[src/rtl/axil_arb_pkg.sv]
// Shared types and constants for the two-master AXI4-lite arbiter.
package axil_arb_pkg;
  localparam int N_MST = 2;

  typedef logic mst_idx_t;

  typedef enum logic [2:0] {IDLE, RD_ADDR, RD_DATA, WR, WR_RESP} state_e;
endpackage

[src/rtl/axil_arb_pick.sv]
// Combinational grant select for two masters; AXIL_ARB_RR_EN selects round-robin,
// otherwise fixed priority with M1 (data) winning a tie.
module axil_arb_pick
  import axil_arb_pkg::*;
(
  input  logic [N_MST-1:0] req,
`ifdef AXIL_ARB_RR_EN
  input  mst_idx_t         last,
`endif
  output mst_idx_t         g,
  output logic             any
);

  always_comb begin
    any = |req;
`ifdef AXIL_ARB_RR_EN
    g = (&req) ? ~last : req[1];
`else
    g = req[1];
`endif
  end

endmodule

[src/rtl/axil_arbiter_2to1.sv]
// Two AXI4-lite masters share one slave, one read (AR+R) or write (AW+W+B) per grant.
// Grant is registered in IDLE, so each transaction pays one idle cycle. Macro: AXIL_ARB_RR_EN.
module axil_arbiter_2to1
  import axil_arb_pkg::*;
#(
  parameter int ADDR_W = 32,
  parameter int DATA_W = 32
) (
  input  logic                              clk,
  input  logic                              reset,
  input  logic [N_MST-1:0]                  m_arvalid,
  output logic [N_MST-1:0]                  m_arready,
  input  logic [N_MST-1:0][ADDR_W-1:0]      m_araddr,
  input  logic [N_MST-1:0][2:0]             m_arprot,
  output logic [N_MST-1:0]                  m_rvalid,
  input  logic [N_MST-1:0]                  m_rready,
  output logic [DATA_W-1:0]                 m_rdata,
  input  logic [N_MST-1:0]                  m_awvalid,
  output logic [N_MST-1:0]                  m_awready,
  input  logic [N_MST-1:0][ADDR_W-1:0]      m_awaddr,
  input  logic [N_MST-1:0][2:0]             m_awprot,
  input  logic [N_MST-1:0]                  m_wvalid,
  output logic [N_MST-1:0]                  m_wready,
  input  logic [N_MST-1:0][DATA_W-1:0]      m_wdata,
  input  logic [N_MST-1:0][DATA_W/8-1:0]    m_wstrb,
  output logic [N_MST-1:0]                  m_bvalid,
  input  logic [N_MST-1:0]                  m_bready,
  output logic                              s_arvalid,
  input  logic                              s_arready,
  output logic [ADDR_W-1:0]                 s_araddr,
  output logic [2:0]                        s_arprot,
  input  logic                              s_rvalid,
  output logic                              s_rready,
  input  logic [DATA_W-1:0]                 s_rdata,
  output logic                              s_awvalid,
  input  logic                              s_awready,
  output logic [ADDR_W-1:0]                 s_awaddr,
  output logic [2:0]                        s_awprot,
  output logic                              s_wvalid,
  input  logic                              s_wready,
  output logic [DATA_W-1:0]                 s_wdata,
  output logic [DATA_W/8-1:0]               s_wstrb,
  input  logic                              s_bvalid,
  output logic                              s_bready
);

  state_e     state, state_nxt;
  mst_idx_t   g, g_nxt;
  logic       aw_done, aw_done_nxt;
  logic       w_done, w_done_nxt;
  mst_idx_t   pick_g;
  logic       pick_any;
  logic [N_MST-1:0] rd_req, wr_req;
  logic       ar_hs, r_hs, aw_hs, w_hs, b_hs, aw_fin, w_fin;

  assign rd_req = m_arvalid;
  assign wr_req = m_awvalid | m_wvalid;

`ifdef AXIL_ARB_RR_EN
  mst_idx_t last, last_nxt;

  axil_arb_pick u_pick (
    .req  (rd_req | wr_req),
    .last (last),
    .g    (pick_g),
    .any  (pick_any)
  );
`else
  axil_arb_pick u_pick (
    .req  (rd_req | wr_req),
    .g    (pick_g),
    .any  (pick_any)
  );
`endif

  always_ff @(posedge clk or posedge reset) begin
    if (reset) begin
      state   <= IDLE;
      g       <= 1'b0;
      aw_done <= 1'b0;
      w_done  <= 1'b0;
`ifdef AXIL_ARB_RR_EN
      last    <= 1'b1;
`endif
    end else begin
      state   <= state_nxt;
      g       <= g_nxt;
      aw_done <= aw_done_nxt;
      w_done  <= w_done_nxt;
`ifdef AXIL_ARB_RR_EN
      last    <= last_nxt;
`endif
    end
  end

  assign ar_hs  = s_arvalid & s_arready;
  assign r_hs   = s_rvalid & s_rready;
  assign aw_hs  = s_awvalid & s_awready;
  assign w_hs   = s_wvalid & s_wready;
  assign b_hs   = s_bvalid & s_bready;
  assign aw_fin = aw_done | aw_hs;
  assign w_fin  = w_done | w_hs;

  always_comb begin
    state_nxt   = state;
    g_nxt       = g;
    aw_done_nxt = aw_done;
    w_done_nxt  = w_done;
`ifdef AXIL_ARB_RR_EN
    last_nxt    = last;
`endif
    case (state)
      IDLE: begin
        if (pick_any) begin
          g_nxt     = pick_g;
`ifdef AXIL_ARB_RR_EN
          last_nxt  = pick_g;
`endif
          state_nxt = rd_req[pick_g] ? RD_ADDR : WR;
        end
      end
      RD_ADDR: if (ar_hs) state_nxt = RD_DATA;
      RD_DATA: if (r_hs) state_nxt = IDLE;
      WR: begin
        if (aw_fin && w_fin) begin
          state_nxt   = WR_RESP;
          aw_done_nxt = 1'b0;
          w_done_nxt  = 1'b0;
        end else begin
          aw_done_nxt = aw_fin;
          w_done_nxt  = w_fin;
        end
      end
      WR_RESP: if (b_hs) state_nxt = IDLE;
      default: state_nxt = IDLE;
    endcase
  end

  // Payloads follow the grant unconditionally; only valids and readies are state-gated.
  always_comb begin
    m_arready = '0;
    m_rvalid  = '0;
    m_awready = '0;
    m_wready  = '0;
    m_bvalid  = '0;
    m_rdata   = s_rdata;
    s_arvalid = 1'b0;
    s_rready  = 1'b0;
    s_awvalid = 1'b0;
    s_wvalid  = 1'b0;
    s_bready  = 1'b0;
    s_araddr  = m_araddr[g];
    s_arprot  = m_arprot[g];
    s_awaddr  = m_awaddr[g];
    s_awprot  = m_awprot[g];
    s_wdata   = m_wdata[g];
    s_wstrb   = m_wstrb[g];
    case (state)
      RD_ADDR: begin
        s_arvalid    = m_arvalid[g];
        m_arready[g] = s_arready;
      end
      RD_DATA: begin
        m_rvalid[g] = s_rvalid;
        s_rready    = m_rready[g];
      end
      WR: begin
        s_awvalid    = m_awvalid[g] & ~aw_done;
        m_awready[g] = s_awready & ~aw_done;
        s_wvalid     = m_wvalid[g] & ~w_done;
        m_wready[g]  = s_wready & ~w_done;
      end
      WR_RESP: begin
        m_bvalid[g] = s_bvalid;
        s_bready    = m_bready[g];
      end
      default: ;
    endcase
  end

endmodule

[config.mk]
export PLATFORM = sky130hd
export DESIGN_NAME = axil_arbiter_2to1
export DESIGN_NICKNAME = d
export VERILOG_FILES = /design/src/rtl/axil_arb_pkg.sv /design/src/rtl/axil_arb_pick.sv /design/src/rtl/axil_arbiter_2to1.sv
export SDC_FILE = /design/constraint.sdc
export NUM_CORES = 1
export LEC_CHECK = 0
export CORE_AREA = 5 5 159 161
export CTS_CLUSTER_DIAMETER = 40
export DETAILED_ROUTE_END_ITERATION = 7
export DIE_AREA = 0 0 164 166
export GPL_TIMING_DRIVEN = 0
export HOLD_SLACK_MARGIN = 0.1
export PLACE_DENSITY_LB_ADDON = 0.05
export SLEW_MARGIN = 30
export SYNTH_ARGS = -nofsm -noshare
export SYNTH_HDL_FRONTEND = slang
export SYNTH_SLANG_ARGS = --single-unit
[constraint.sdc]
create_clock -name clk -period 1.5 [get_ports clk]
set_input_delay 0.3 -clock clk [delete_from_list [all_inputs] [get_ports clk]]
set_output_delay 0.3 -clock clk [all_outputs]
set_load 0.005 [all_outputs]
; ---- After elaboration in Yosys (flattened, before gate mapping)
; Index checks and enable logic that the tools add are counted.
[op_classes]
n_lt_le_gt_ge = 3
n_eq_ne = 9
mux = 45
n_bitwise = 20
reduce_logical = 6
[op_table]
columns = op, count
row1 = 32-bit two-way mux, 6
row2 = 3-bit two-way mux, 9
row3 = 1-bit two-way mux, 20
row4 = 3-bit one-hot mux with 5 select lines, 1
row5 = 2-bit two-way mux, 6
row6 = 2-bit bitwise AND, 5
row7 = 2-bit inequality test (second input constant), 5
row8 = 1-bit bitwise AND, 9
row9 = 4-bit two-way mux, 2
row10 = 3-bit by 2-bit equality test with 1-bit output (second input constant), 2
row11 = 5-bit AND reduction, 1
row12 = 1-bit by 2-bit < comparator with 1-bit output (second input constant), 2
row13 = 2-bit bitwise OR, 2
row14 = 3-bit by 1-bit equality test with 1-bit output (second input constant), 1
row15 = 3-bit equality test (second input constant), 1
row16 = 3-bit logical NOT, 1
row17 = 1-bit logical AND, 2
row18 = 1-bit NOT, 2
row19 = 1-bit bitwise OR, 2
row20 = 2-bit AND reduction, 1
row21 = 2-bit OR reduction, 1
row22 = 1-bit demux with 1-bit select, 1
row23 = 1-bit greater-or-equal comparator (second input constant), 1
[totals]
register_bits = 6

; ---- Longest topological paths before layout
; Gate-level depths: netlist (run 1).
[logic_depth]
ltp_word = 9
mapped_depth = 6
mapped_depth_nobuf = 5

; ---- Hierarchy
; From an unflattened synthesis (run 1), not the netlist that was laid out.
[unflattened]
hier_cells = 219
area_unflattened_um2 = 2043.2
[by_module_without_submodules]
columns = mod, n_inst, cells_per_inst, area_per_inst_um2, seq_area_each_um2
row1 = axil_arbiter_2to1, 1, 217, 2029.4, 150.1
row2 = axil_arb_pick, 1, 2, 13.8, 0.0

; ---- Worst setup path before layout (run 1)
; Ideal clock, no wire load.
[synth_path]
path_type = register to register
start = reg g
end = reg state[1]
setup_time_ns = 0.128
arrival_ns = 1.441
required_time_ns = 1.372
slack_ns = -0.068
path_stages_with_launch = 7
period_less_slack_ns = 1.568
cell_sequence = dfrtp_1 -> buf_6 -> mux2_4 -> a21oi_4 -> o21ai_2 -> o41ai_2 -> mux2_1
[synth_via]
elab_chain_cells = 9
[synth_lines]
columns = item, line_no
row1 = start: declaration, axil_arbiter_2to1.sv:48  ; mst_idx_t g, g_nxt;
row2 = start signal: assignment, axil_arbiter_2to1.sv:87  ; g <= g_nxt;
row3 = 1-bit two-way mux (on tied branches) (2 in a row), "axil_arbiter_2to1.sv:168, axil_arbiter_2to1.sv:170"
row4 = 1-bit bitwise AND (on tied branches), "axil_arbiter_2to1.sv:168, axil_arbiter_2to1.sv:170"
row5 = 1-bit two-way mux, axil_arbiter_2to1.sv:158  ; case (state)
row6 = 1-bit bitwise AND (on tied branches), "axil_arbiter_2to1.sv:98, axil_arbiter_2to1.sv:99"
row7 = 1-bit bitwise OR (on tied branches), "axil_arbiter_2to1.sv:101, axil_arbiter_2to1.sv:102"
row8 = 1-bit logical AND, axil_arbiter_2to1.sv:125  ; if (aw_fin && w_fin) begin
row9 = 2-bit inequality test (no line), -
row10 = 5-bit AND reduction (no line) (*), -
row11 = end signal: assignment, axil_arbiter_2to1.sv:86  ; state <= state_nxt;
row12 = end: declaration, axil_arbiter_2to1.sv:47  ; state_e state, state_nxt;
; Every way passes the cells marked *; elsewhere a longest branch is shown, timed or not. The select of a mux whose other input is x is not followed.
; A chain may end at the register's enable or synchronous reset.

; ---- Worst setup path in the final report (run 1)
[layout_path]
start = reg g
end = out s_wdata[24]
[layout_via]
elab_chain_cells = 2
[layout_lines]
columns = item, line_no
row1 = 32-bit two-way mux (implied by the code) (2 in a row), axil_arbiter_2to1.sv:156  ; s_wdata = m_wdata[g];
row2 = end: declaration, axil_arbiter_2to1.sv:41  ; output logic [DATA_W-1:0] s_wdata,
; No other way between the ends. The select of a mux whose other input is x is not followed.

==> impl_metrics.json, run 1 <==
{
  "run_status": "complete, but fails checks",
  "violations": "setup timing",
  "setup.worst_path.start": "g$_DFFE_PP0P_",
  "worstHoldPathType": "input port to asynchronous set/reset pin",
  "crit_type": "flip-flop to output pin",
  "max-slew-margin-rel_pct": 80.3,
  "p_per_area_mw_per_mm2": 1180,
  "cp.required_ns": 1.20,
  "gr-usage-met3_pct": 5.29,
  "fin_skew_ns": 0.00131,
  "yosysTopAreaCellShare_pct": 57.4,
  "postLayoutCellArea_mm2": 0.00703,
  "synthMuxAreaShare_pct": 61.3,
  "pre_cts_slack_ns": -0.867,
  "final_cells": 972,
  "drt_iter0_markers": 38,
  "cts-buffers-inserted": 3,
  "cp-end-kind": "output pin",
  "dr.pass1.iters": 4,
  "yosysWarnings": 0,
  "synthSimpleGateAreaFrac_pct": 9.67,
  "cp_max_fo": 6,
  "design.core.area_mm2": 0.0238,
  "synth_seq_cells": 6,
  "grt_pass1_vias": 3868,
  "grt_max_degree": 11,
  "ys_seq_area_share_pct": 7.29,
  "die_w_um": 164,
  "gp_congestion": 0.713,
  "netlist_area_mm2": 0.00206,
  "power_mw": 8.29,
  "area_growth_pct": 242,
  "grt_first_pass_wirelength_um": 24000,
  "avgSynthCellArea_um2": 9.40,
  "syn_nets": 480,
  "initial_core_util_pct": 8.64,
  "rows": 57,
  "setup_ws_ns": -0.421,
  "drt_wl_total_um": 16900,
  "synth_enable_flop_cells": 0,
  "via_per_inst": 3.52,
  "antenna_found_initial": 1,
  "overflow": 0,
  "fmax_ghz": 0.520,
  "cts_max_level": 1,
  "synth_flop_cell": "dfrtp_1",
  "antenna_left": 0,
  "placed_area_mm2": 0.00630,
  "r2r-start": "g$_DFFE_PP0P_",
  "tightest_slew_ns": 0.295,
  "fin_crit_sh_pct": 128,
  "synth_area_leaders": "mux2_2 (57%), buf_4 (12%), dfrtp_1 (7.3%)",
  "min_period_ns": 1.92,
  "dp_hpwl_um": 14700,
  "die_y_um": 166,
  "final_hold_viol_count": 0,
  "cts.sinks": 6,
  "vias": 3419,
  "synth-xor-area-share_pct": 0,
  "fillers": 2595,
  "drc": 0,
  "setup_violations": 122,
  "synthAdderAreaFrac_pct": 0,
  "drv_slew": 0,
  "rsz0062_at_grt": "yes",
  "synth_compound_area_share_pct": 5.71,
  "finalNetCount": 910,
  "synth_top_family_by_area": "multiplexers",
  "busiest_layer": "met2",
  "yosysTopAreaCell": "mux2_2",
  "dp_cells": 924,
  "drive_above_1_share_pct": 54.3,
  "p_leak_nw": 3.00,
  "met2_usage_pct": 22.5,
  "clkSlewWorstSetupHoldPaths_ns": 0.03,
  "ys_async_sr_fraction_pct": 100,
  "hold_slack_ns": 0.309,
  "clock_path_buffers": 2,
  "finalSetupTns_ns": -37.73,
  "syn_inst": 219,
  "ios": 414,
  "cts_tree": "built",
  "final_core_util_pct": 29.5,
  "start_kind": "flip-flop",
  "routedWlPerCell_um": 17.4,
  "irDropWorstVdd_v": 0.000507,
  "cap_viol_max_count": 0,
  "insertion_delay_ns": 0.23,
  "use_met1_pct": 10.9,
  "io_buffers": 381,
  "crit_arrival_ns": 1.62,
  "synth.distinct_cells": 33,
  "die-area_mm2": 0.0272,
  "track_usage_pct": 11.3,
  "cts_hold_buffers": 0,
  "clockRootBuffer": "clkbuf_16"
}
## cell type report
cell class                      count  area (um2)  area share [%]
Tap cell                          324         405            5.76
Sequential cell                     6         151            2.15
Multi-Input combinational cell    163        1830            26.1
Buffer                             42         395            5.62
Timing Repair Buffer              431        4160            59.1
Clock buffer                        3        75.1            1.07
Inverter                            2        15.0           0.213
Antenna cell                        1        2.50          0.0356
## critical path, cell delays in order, from the launching register on
cell,delay [ns]
dfrtp_2,0.42
buf_12,0.15
buf_12,0.14
buf_8,0.12
buf_6,0.13
mux2_4,0.30
buf_6,0.12
## cell usage in the layout (no fill, tap or decap), drive strengths merged, types with 2 or more instances in the layout
cell	netlist	routed
o21ai	4	4
clkdlybuf4s15	0	7
a21oi	5	5
nor3	4	4
nor2b	2	2
mux2	109	109
dlygate4sd2	0	2
mux2i	3	3
nand2	3	3
nor2	12	12
a31oi	2	2
clkdlybuf4s50	0	257
inv	2	2
dfrtp	6	6
clkbuf	3	12
nor4b	5	5
nor3b	3	3
dlymetal6s2s	0	2
nand2b	2	2
buf	45	195
## power by group
group	switching [mW]	leakage [nW]	total (mW)	internal, mW
registers	0.104	0.0737	0.341	0.236
clock network	0.0856	0.0370	0.427	0.342
logic	2.64	2.89	7.52	4.88
## kinds of logic after synthesis
kind of cell | Yosys count
and+or+nand+nor | 36
AOI/OAI and AO/OA | 15
buffers and inverters | 50
DFF | 6
muxes | 112
## Yosys cell counts (2+ instances only)
library cell,instances
a21oi_1,3
a31oi_1,2
buf_2,12
buf_4,32
clkbuf_1,3
dfrtp_1,6
mux2_1,3
mux2_2,105
mux2i_1,3
nand2_1,3
nand2b_1,2
nor2_1,12
nor2b_1,2
nor3_1,4
nor3b_1,3
nor4b_1,5
o21ai_0,3
## path summary, 6_finish.rpt
check,slack [ns],cells after the start,endpoint
min in group clk,0.58,4,g$_DFFE_PP0P_
max,-0.42,6,s_wdata[24]
min reg2reg,0.66,3,state[0]$_DFFE_PP0P_
max reg2reg,-0.29,7,state[1]$_DFFE_PP0P_
min,0.31,2,w_done$_DFFE_PP0P_
max in group asynchronous,0.97,2,g$_DFFE_PP0P_
## registers in the layout (all words and copies together), names as in the netlist
signal	count
state	3
aw_done	1
g	1
w_done	1
## per-layer routing
metal,up-vias,wire (um)
met5,-,0
met4,0,71
met3,4,2320
met2,248,8870
met1,1533,5630
li1,1634,-
## timing repair
action | CTS | global route
gates cloned | 6 | 0
buffers inserted | 36 | 14
pin swaps | 6 | 4
resized for setup | 599 | 76
setup endpoints to repair | 122 | 126
(Power assumes the default switching activity.)
==> inputs of run 2 (changes only) <==
--- a/config.mk
+++ b/config.mk
@@ -16,3 +16,4 @@
 export SYNTH_ARGS = -nofsm -noshare
 export SYNTH_HDL_FRONTEND = slang
 export SYNTH_SLANG_ARGS = --single-unit
+export TNS_END_PERCENT = 50
==> run 2 against run 1 <==
The flow still finishes with violations (setup timing). Design area shrank 3.1%. Non-clock buffer count shrank 19. Via count shrank 2.3%. Core utilization fell by 0.91 points. Die area stayed put. Setup slack better by 0.0078 ns. Maximum frequency up 0.41%. Sequential power hardly changed. Clock-buffer cell count unchanged. Register-to-register slack improved by 0.07 ns.
==> impl_metrics.json, run 2 (same netlist as run 1, synthesis figures left out) <==
{
  "run_status": "complete, but fails checks",
  "violations": "setup timing",
  "internal_power_mw": 5.00,
  "cpPeakStageDelay_ns": 0.42,
  "switching_power_mw": 2.69,
  "power_frac_comb_pct": 90.0,
  "design.core.area_mm2": 0.0238,
  "grt_max_degree": 11,
  "finalNetCount": 891,
  "setup_ws_ns": -0.414,
  "mostFrequentLayoutCells": "clkdlybuf4s50_1 (256), mux2_2 (88), buf_6 (63)",
  "routedWlPerCell_um": 17.5,
  "dp_hpwl_um": 14700,
  "cp_cell_sequence": "buf_12 -> buf_12 -> buf_8 -> buf_6 -> mux2_4 -> buf_6",
  "start_kind": "flip-flop",
  "setup_violations": 122,
  "die_w_um": 164,
  "rsz0062_at_grt": "yes",
  "cp-end-kind": "output pin",
  "cp.required_ns": 1.20,
  "drive_above_1_share_pct": 51.8,
  "die_y_um": 166,
  "fmax_ghz": 0.523,
  "die-area_mm2": 0.0272,
  "ios": 414,
  "area_growth_pct": 231,
  "clock_path_buffers": 2,
  "cts_max_level": 1,
  "rows": 57,
  "regArea_um2": 151,
  "p_per_area_mw_per_mm2": 1130,
  "path_depth": 6,
  "r2r_cells": 6,
  "worstHoldPathType": "input port to asynchronous set/reset pin",
  "crit_arrival_ns": 1.61,
  "p_leak_nw": 2.88,
  "cap_viol_max_count": 0,
  "hold_slack_ns": 0.310,
  "grt_first_pass_wirelength_um": 23500,
  "antenna_left": 0,
  "track_usage_pct": 11.1,
  "final_common_cell": "clkdlybuf4s50_1",
  "multi_input_area_mm2": 0.00180,
  "max-slew-margin-rel_pct": 79.9,
  "min_period_ns": 1.91,
  "cts-buffers-inserted": 3,
  "cts_tree": "built",
  "io_buffers": 381,
  "placed_area_mm2": 0.00630,
  "postLayoutCellArea_mm2": 0.00682,
  "via_per_inst": 3.50,
  "tightest_slew_ns": 0.300,
  "cts.sinks": 6,
  "largest-register": "state",
  "drt_iter0_markers": 54,
  "p_clk_share_pct": 5.6,
  "antenna_found_initial": 2,
  "drc": 0,
  "p_seq_share_pct": 4.4,
  "irDropWorstVdd_v": 0.000518,
  "critPathTopFamily": "buffers and inverters",
  "critPathSlowestCell": "dfrtp_2",
  "dr.pass1.iters": 4,
  "vias": 3339,
  "fillers": 2628,
  "clkSlewWorstSetupHoldPaths_ns": 0.03,
  "largest_reg_flops": 3,
  "gp_congestion": 0.713,
  "clockRootBuffer": "clkbuf_16",
  "p_sw_share_pct": 35.0,
  "insertion_delay_ns": 0.23,
  "fin_crit_sh_pct": 128,
  "cp_max_fo": 7,
  "initial_core_util_pct": 8.64,
  "fin_skew_ns": 0.00112,
  "overflow": 0,
  "grt_pass1_vias": 3734,
  "drt_wl_total_um": 16700,
  "cp_num_buf_inv": 5,
  "drv_slew": 0,
  "final_hold_viol_count": 0,
  "crit_type": "flip-flop to output pin"
}
==> run 2: power by group through the flow <==
stage,Clock [mW],Combinational (mW),Sequential [mW]
6_report,0.428,6.92,0.340
2_1_floorplan,0,2.55,0.290
3_5_place_dp,0,5.72,0.304
5_1_grt,0.451,7.41,0.356
3_3_place_gp,0,5.74,0.306
4_1_cts,0.435,7.05,0.322
==> run 2: layer usage <==
metal / vias up / part of all wire (%) / global-route usage (%)
met4: 0 / 0.41 / 0.766
met2: 248 / 53 / 22.1
met3: 4 / 13 / 5.29
met1: 1498 / 34 / 10.6
li1: 1589 / - / -
met5: - / 0 / 0
==> run 2: area by class of cell <==
type | count | share of cell area (%)
well taps | 324 | 5.95
inverters | 2 | 0.220
plain buffers | 43 | 6.06
multi-input cells | 163 | 26.4
diodes | 2 | 0.0734
flip-flops and latches | 6 | 2.22
repair buffers | 411 | 58.0
clock buffers | 3 | 1.10
==> run 2: path summary, 6_finish.rpt <==
check,startpoint,slack (ns),end
setup / recovery,g$_DFFE_PP0P_,-0.41,s_wdata[24]
hold / removal,reset,0.31,w_done$_DFFE_PP0P_
max in group asynchronous,reset,0.97,g$_DFFE_PP0P_
setup reg to reg,g$_DFFE_PP0P_,-0.22,state[1]$_DFFE_PP0P_
hold reg to reg,state[2]$_DFFE_PP0P_,0.66,state[0]$_DFFE_PP0P_
min in group clk,m_arvalid[1],0.51,g$_DFFE_PP0P_
==> run 2: worst register-to-register path, cell delays in order (launching register included) <==
cell and delay, ns:
dfrtp_2 0.42, buf_4 0.14, mux2_4 0.33, a21oi_4 0.19, o21ai_2 0.10, o41ai_2 0.06
mux2_1 0.36
==> run 2: timing repair <==
item                                    in CTS  in global routing
setup buffers                               18                 11
hold buffers                                 0                  0
cloned                                       5                  0
gates resized for setup                    550                 87
endpoints found under the setup margin     122                126
pin swaps                                    7                  3
==> run 2: through the flow <==
step                      utilization, %  power (mW)  setup TNS, ns  setup slack, ns  std cells
after floorplan                        -        2.84          -1.26          -0.0428        219
after global placement              26.4        6.05         -74.26           -0.820        924
after detailed placement            26.4        6.02         -76.86           -0.867        924
after CTS                           28.2        7.81         -41.97           -0.535        950
after global routing                28.6        8.22         -42.75           -0.460        954
final                               28.6        7.69         -35.60           -0.414        954
